File: config.mk
export PLATFORM = sky130hd
export DESIGN_NAME = activation_sequencer
export DESIGN_NICKNAME = d
export VERILOG_FILES = /design/src/rtl/ttpu_pkg.sv /design/src/rtl/act_pipe_ctrl.sv /design/src/rtl/activation_sequencer.sv
export SDC_FILE = /design/constraint.sdc
export NUM_CORES = 1
export LEC_CHECK = 0
export CORE_UTILIZATION = 34
export CTS_BUF_LIST = sky130_fd_sc_hd__clkbuf_16
export CTS_CLUSTER_SIZE = 12
export DETAILED_ROUTE_END_ITERATION = 6
export SYNTH_ARGS = -nofsm -noshare
export SYNTH_HDL_FRONTEND = slang
export SYNTH_HIERARCHICAL = 1
export SYNTH_SLANG_ARGS = --single-unit
File: constraint.sdc
create_clock -name clk -period 3.4 [get_ports clk]
set_input_delay 0.34 -clock clk [delete_from_list [all_inputs] [get_ports clk]]
set_output_delay 0.34 -clock clk [all_outputs]
set_load 0.02 [all_outputs]
File: src/rtl/ttpu_pkg.sv
// ============================================================================
// Module : ttpu_pkg
// Brief  : Shared types and default sizes for the TTPU activation stage.
// Rev    : 1.0
// ============================================================================
`default_nettype none

package ttpu_pkg;

    localparam int DEFAULT_DATA_WIDTH = 16;
    localparam int DEFAULT_LENGTH     = 32;
    localparam int DEFAULT_ADDR_W     = 8;

    typedef enum logic [1:0] {
        IDLE  = 2'd0,
        RUN   = 2'd1,
        DRAIN = 2'd2,
        DONE  = 2'd3
    } act_seq_state_t;

endpackage

`default_nettype wire

File: src/rtl/act_pipe_ctrl.sv
// ============================================================================
// Module : act_pipe_ctrl
// Brief  : Two-slot valid pipeline (acc read data, ReLU output) with stall.
// Rev    : 1.0
// ============================================================================
`default_nettype none

module act_pipe_ctrl (
    input  logic clk,
    input  logic reset,
    input  logic i_issue_req,
    input  logic i_ub_wr_ready,
    output logic o_issue,
    output logic o_act_en,
    output logic o_wr_en,
    output logic o_wr_accept,
    output logic o_v1,
    output logic o_v2
);

    logic r_v1;
    logic r_v2;
    logic w_stall;
    logic w_issue;

    // A pending write that the buffer refuses freezes the whole pipeline.
    assign w_stall     = r_v2 & ~i_ub_wr_ready;
    assign w_issue     = i_issue_req & ~w_stall;

    assign o_issue     = w_issue;
    assign o_act_en    = r_v1 & ~w_stall;
    assign o_wr_en     = r_v2;
    assign o_wr_accept = r_v2 & i_ub_wr_ready;
    assign o_v1        = r_v1;
    assign o_v2        = r_v2;

    always_ff @(posedge clk or posedge reset) begin
        if (reset) begin
            r_v1 <= 1'b0;
            r_v2 <= 1'b0;
        end else if (!w_stall) begin
            r_v2 <= r_v1;
            r_v1 <= w_issue;
        end
    end

endmodule

`default_nettype wire

File: src/rtl/activation_sequencer.sv
// ============================================================================
// Module : activation_sequencer
// Brief  : Streams rows accumulator -> ReLU -> unified buffer for one command.
// Rev    : 1.0
// ============================================================================
`default_nettype none

module activation_sequencer
    import ttpu_pkg::*;
#(
    parameter int DATA_WIDTH = DEFAULT_DATA_WIDTH,
    parameter int LENGTH     = DEFAULT_LENGTH,
    parameter int ADDR_W     = DEFAULT_ADDR_W
) (
    input  logic              clk,
    input  logic              reset,
    input  logic              start,
    input  logic [ADDR_W-1:0] num_rows,
    input  logic [ADDR_W-1:0] src_base,
    input  logic [ADDR_W-1:0] dst_base,
    output logic              acc_rd_en,
    output logic [ADDR_W-1:0] acc_rd_addr,
    output logic              act_en,
    output logic              ub_wr_en,
    output logic [ADDR_W-1:0] ub_wr_addr,
    input  logic              ub_wr_ready,
    output logic              busy,
    output logic              done
);

    if (DATA_WIDTH < 1 || LENGTH < 1 || ADDR_W < 1) begin : g_bad_param
        $error("activation_sequencer: DATA_WIDTH, LENGTH and ADDR_W must be positive");
    end

    act_seq_state_t    r_state;
    logic [ADDR_W-1:0] r_num_rows;
    logic [ADDR_W-1:0] r_src_base;
    logic [ADDR_W-1:0] r_dst_base;
    logic [ADDR_W-1:0] r_rd_cnt;
    logic [ADDR_W-1:0] r_wr_cnt;

    logic w_issue_req;
    logic w_issue;
    logic w_wr_accept;
    logic w_v1;
    logic w_v2;
    logic w_last_issue;
    logic w_drain_empty;

    assign w_issue_req = (r_state == RUN) && (r_rd_cnt < r_num_rows);

    act_pipe_ctrl u_pipe (
        .clk           (clk),
        .reset         (reset),
        .i_issue_req   (w_issue_req),
        .i_ub_wr_ready (ub_wr_ready),
        .o_issue       (w_issue),
        .o_act_en      (act_en),
        .o_wr_en       (ub_wr_en),
        .o_wr_accept   (w_wr_accept),
        .o_v1          (w_v1),
        .o_v2          (w_v2)
    );

    // Leaving RUN on the final issue (not one cycle later) keeps done at N+3.
    assign w_last_issue  = w_issue && (ADDR_W'(r_rd_cnt + 1'b1) == r_num_rows);
    // Pipeline will be empty after this edge: no read in flight, last write taken.
    assign w_drain_empty = !w_v1 && (!w_v2 || ub_wr_ready);

    assign acc_rd_en   = w_issue;
    assign acc_rd_addr = r_src_base + r_rd_cnt;
    assign ub_wr_addr  = r_dst_base + r_wr_cnt;
    assign busy        = (r_state == RUN) || (r_state == DRAIN);
    assign done        = (r_state == DONE);

    always_ff @(posedge clk or posedge reset) begin
        if (reset) begin
            r_state    <= IDLE;
            r_num_rows <= '0;
            r_src_base <= '0;
            r_dst_base <= '0;
            r_rd_cnt   <= '0;
            r_wr_cnt   <= '0;
        end else begin
            if (w_issue) begin
                r_rd_cnt <= r_rd_cnt + 1'b1;
            end
            if (w_wr_accept) begin
                r_wr_cnt <= r_wr_cnt + 1'b1;
            end

            case (r_state)
                IDLE: begin
                    if (start) begin
                        r_num_rows <= num_rows;
                        r_src_base <= src_base;
                        r_dst_base <= dst_base;
                        r_rd_cnt   <= '0;
                        r_wr_cnt   <= '0;
                        r_state    <= (num_rows == '0) ? DONE : RUN;
                    end
                end
                RUN: begin
                    if (w_last_issue || (r_rd_cnt == r_num_rows)) begin
                        r_state <= DRAIN;
                    end
                end
                DRAIN: begin
                    if (w_drain_empty) begin
                        r_state <= DONE;
                    end
                end
                DONE: begin
                    r_state <= IDLE;
                end
                default: begin
                    r_state <= IDLE;
                end
            endcase
        end
    end

endmodule

`default_nettype wire

==> flow_summary.json <==
{
  "drt-met1-wl_um": 2900,
  "wl_per_cell_um": 13.4,
  "ant_nets": 0,
  "status": "complete, no violations",
  "hold_buffers": 0,
  "synth-seq-cells": 44,
  "end_kind": "primary output",
  "cpPeakStageDelay_ns": 0.62,
  "cts.htree.levels": 2,
  "slew_viol_final": 0,
  "cp_slowest_cell": "clkdlybuf4s50_1",
  "required_ns": 3.06,
  "ys_seq_area_frac": 0.381,
  "layout_common_cells": "nand2_1, clkdlybuf4s50_1, dfrtp_1",
  "gp_routability_congestion": 0.831,
  "ctsRootBufferMaster": "clkbuf_16",
  "worstMarginPinSlew_ns": 0.599,
  "drive_gt1_frac": 0.0463,
  "skew_ns": 0.00536,
  "synth-warning-count": 6,
  "finalSetupTns_ns": 0,
  "drc_errors": 0,
  "ir_drop_uv": 524,
  "synth_nets": 380,
  "synthFlopType": "dfrtp_1",
  "die-area_um2": 8870,
  "fill_cells": 818,
  "fin_crit_sh": 0.940,
  "drt_iter0_markers": 82,
  "maxCapViolCount": 0,
  "synth_area_per_cell_um2": 9.00,
  "async_reset_ff_frac": 1.00,
  "track_usage": 0.158,
  "cts_resized": 0,
  "grt-ovfl-total": 0,
  "crit_chain": "ha_1 -> a21o_1 -> a21oi_1 -> nor2b_1 -> o21a_1 -> o41ai_1 -> xnor2_1 -> clkdlybuf4s50_1",
  "row_count": 33,
  "synth_cell_types": 42,
  "placed_area_um2": 3460,
  "arrival_ns": 2.86,
  "layout_min_cycle_time_ns": 3.20,
  "wl_met3_um": 139,
  "hold_path.class": "in -> async",
  "synth_area_um2": 2890,
  "drtPass1Iterations": 4,
  "clock-sinks": 44,
  "vias_per_cell": 4.79,
  "path_clk_slew_ns": 0.07,
  "routed_wl_um": 6320,
  "relSlewSlack": 0.600,
  "powerDensity_nw_per_um2": 887,
  "crit_fanout": 9,
  "clk_path_buf_depth": 2,
  "rsz0062_at_grt": "false",
  "ios": 49,
  "start_kind": "register",
  "clock_latency_ns": 0.28,
  "p_total_w": 0.00322,
  "start_util": 0.351,
  "synth_edf_count": 0,
  "port_buffers": 48,
  "ff2ff_setup_slack_ns": 0.39,
  "design_area_um2": 3630,
  "numCtsBuffers": 5,
  "synthCells": 321,
  "cts_tree": "yes",
  "grt_pass1_wl_um": 11000,
  "die_x_um": 94.2,
  "syn2layout_area_growth_pct": 25.6,
  "fin_nets": 425,
  "utilization": 0.441,
  "vias": 2261,
  "grt_pass1_vias": 2328,
  "hpwl_um": 4660,
  "core_area_um2": 8220,
  "hold_viol": 0,
  "antenna_cells": 0,
  "antenna_found_initial": 0,
  "setup_viol": 0,
  "leakagePower_nw": 1.75,
  "grt_max_degree": 43,
  "top_layer_used": "met4",
  "postCtsSetupBuffers": 0,
  "final_common_cell": "nand2_1",
  "dr_wl_met2_um": 3250,
  "dieHeight_um": 94.2,
  "worstSetupPathType": "reg -> out",
  "fmax_ghz": 0.313
}
## cells in the mapped netlist, types with 3 or more instances
cell type / number / area share
ha_1: 29 / 0.13
nand2_1: 64 / 0.083
nand3_1: 4 / 0.0069
inv_1: 21 / 0.027
mux2i_1: 3 / 0.010
o21ai_0: 16 / 0.028
nand4_1: 9 / 0.019
xnor2_1: 17 / 0.052
o21a_1: 3 / 0.0078
nor2b_1: 7 / 0.015
a21o_1: 4 / 0.010
and2_1: 5 / 0.011
clkbuf_1: 8 / 0.010
dfrtp_1: 44 / 0.38
nand2b_1: 5 / 0.011
and3_1: 3 / 0.0065
a21oi_1: 8 / 0.014
xor2_1: 19 / 0.058
nor3_1: 3 / 0.0052
nor2_1: 22 / 0.029
## critical path, delay by kind of cell (launching register included)
| family | cells | cell delay [ns] |
|---|---|---|
| DFF | 1 | 0.48 |
| xor gates and xnor gates | 1 | 0.17 |
| buffers and inverters | 1 | 0.62 |
| AOI/OAI and AO/OA | 4 | 0.89 |
| and+or+nand+nor | 1 | 0.08 |
| adders and majority gates | 1 | 0.32 |
## path summary, 6_finish.rpt
path                                                 from                        end  cells after the start
worst max-delay path                r_rd_cnt[1]$_DFF_PP0_             acc_rd_addr[7]                      8
worst min-delay path                                reset    u_pipe/o_v1$_DFFE_PP0N_                      2
worst max register to register      r_rd_cnt[1]$_DFF_PP0_     r_state[0]$_DFFE_PP0P_                     13
worst min register to register  r_dst_base[2]$_DFFE_PP0P_  r_dst_base[2]$_DFFE_PP0P_                      2
max in group asynchronous                           reset  r_num_rows[0]$_DFFE_PP0P_                      3
min in group clk                r_dst_base[2]$_DFFE_PP0P_  r_dst_base[2]$_DFFE_PP0P_                      2
## cell families (layout without fill, tap and decap cells)
family / after synthesis / in the layout / share of synthesized area
AO/OA/AOI/OAI: 41 / 41 / 0.0936
flip-flops: 44 / 44 / 0.381
XOR/XNOR: 36 / 36 / 0.109
adder cells (fa/ha/maj): 31 / 31 / 0.140
multiplexers: 4 / 4 / 0.0156
buffers and inverters: 34 / 80 / 0.0490
AND/OR/NAND/NOR: 131 / 131 / 0.212
## power breakdown
| group | total (W) | switching, W | internal (W) |
|---|---|---|---|
| clock | 0.000555 | 0.000209 | 0.000346 |
| combinational | 0.00177 | 0.000934 | 0.000839 |
| sequential | 0.000888 | 0.000171 | 0.000717 |
| total | 0.00322 | 0.00131 | 0.00190 |
## stage by stage
stage	setup slack (ns)	hold slack, ns	std cells
6_report	0.205	0.233	472
5_1_grt	0.0354	0.278	472
4_1_cts	0.191	0.230	472
3_5_place_dp	0.438	0.475	464
3_3_place_gp	0.395	0.470	464
2_1_floorplan	0.471	0.0812	321
## state kept, by name, indices dropped and copies added (netlist names)
name,flops
r_state,2
r_num_rows,8
u_pipe/o_v1,1
u_pipe/o_v2,1
r_rd_cnt,8
r_dst_base,8
r_wr_cnt,8
r_src_base,8
## layout make-up
cell class / count / area (um^2) / area share
flip-flops and latches: 44 / 1100 / 0.304
repair buffers: 51 / 503 / 0.139
multi-input cells: 243 / 1650 / 0.454
well taps: 105 / 131 / 0.0362
inverters: 21 / 78.8 / 0.0217
clock buffers: 5 / 125 / 0.0345
clock inverters: 3 / 42.5 / 0.0117
## routing by layer
layer | track usage | vias up
met5 | 0 | -
met4 | 0.0385 | 0
met3 | 0.0267 | 2
met2 | 0.275 | 24
met1 | 0.202 | 1084
li1 | - | 1151
No activity file was read; power rests on OpenSTA's default activity.
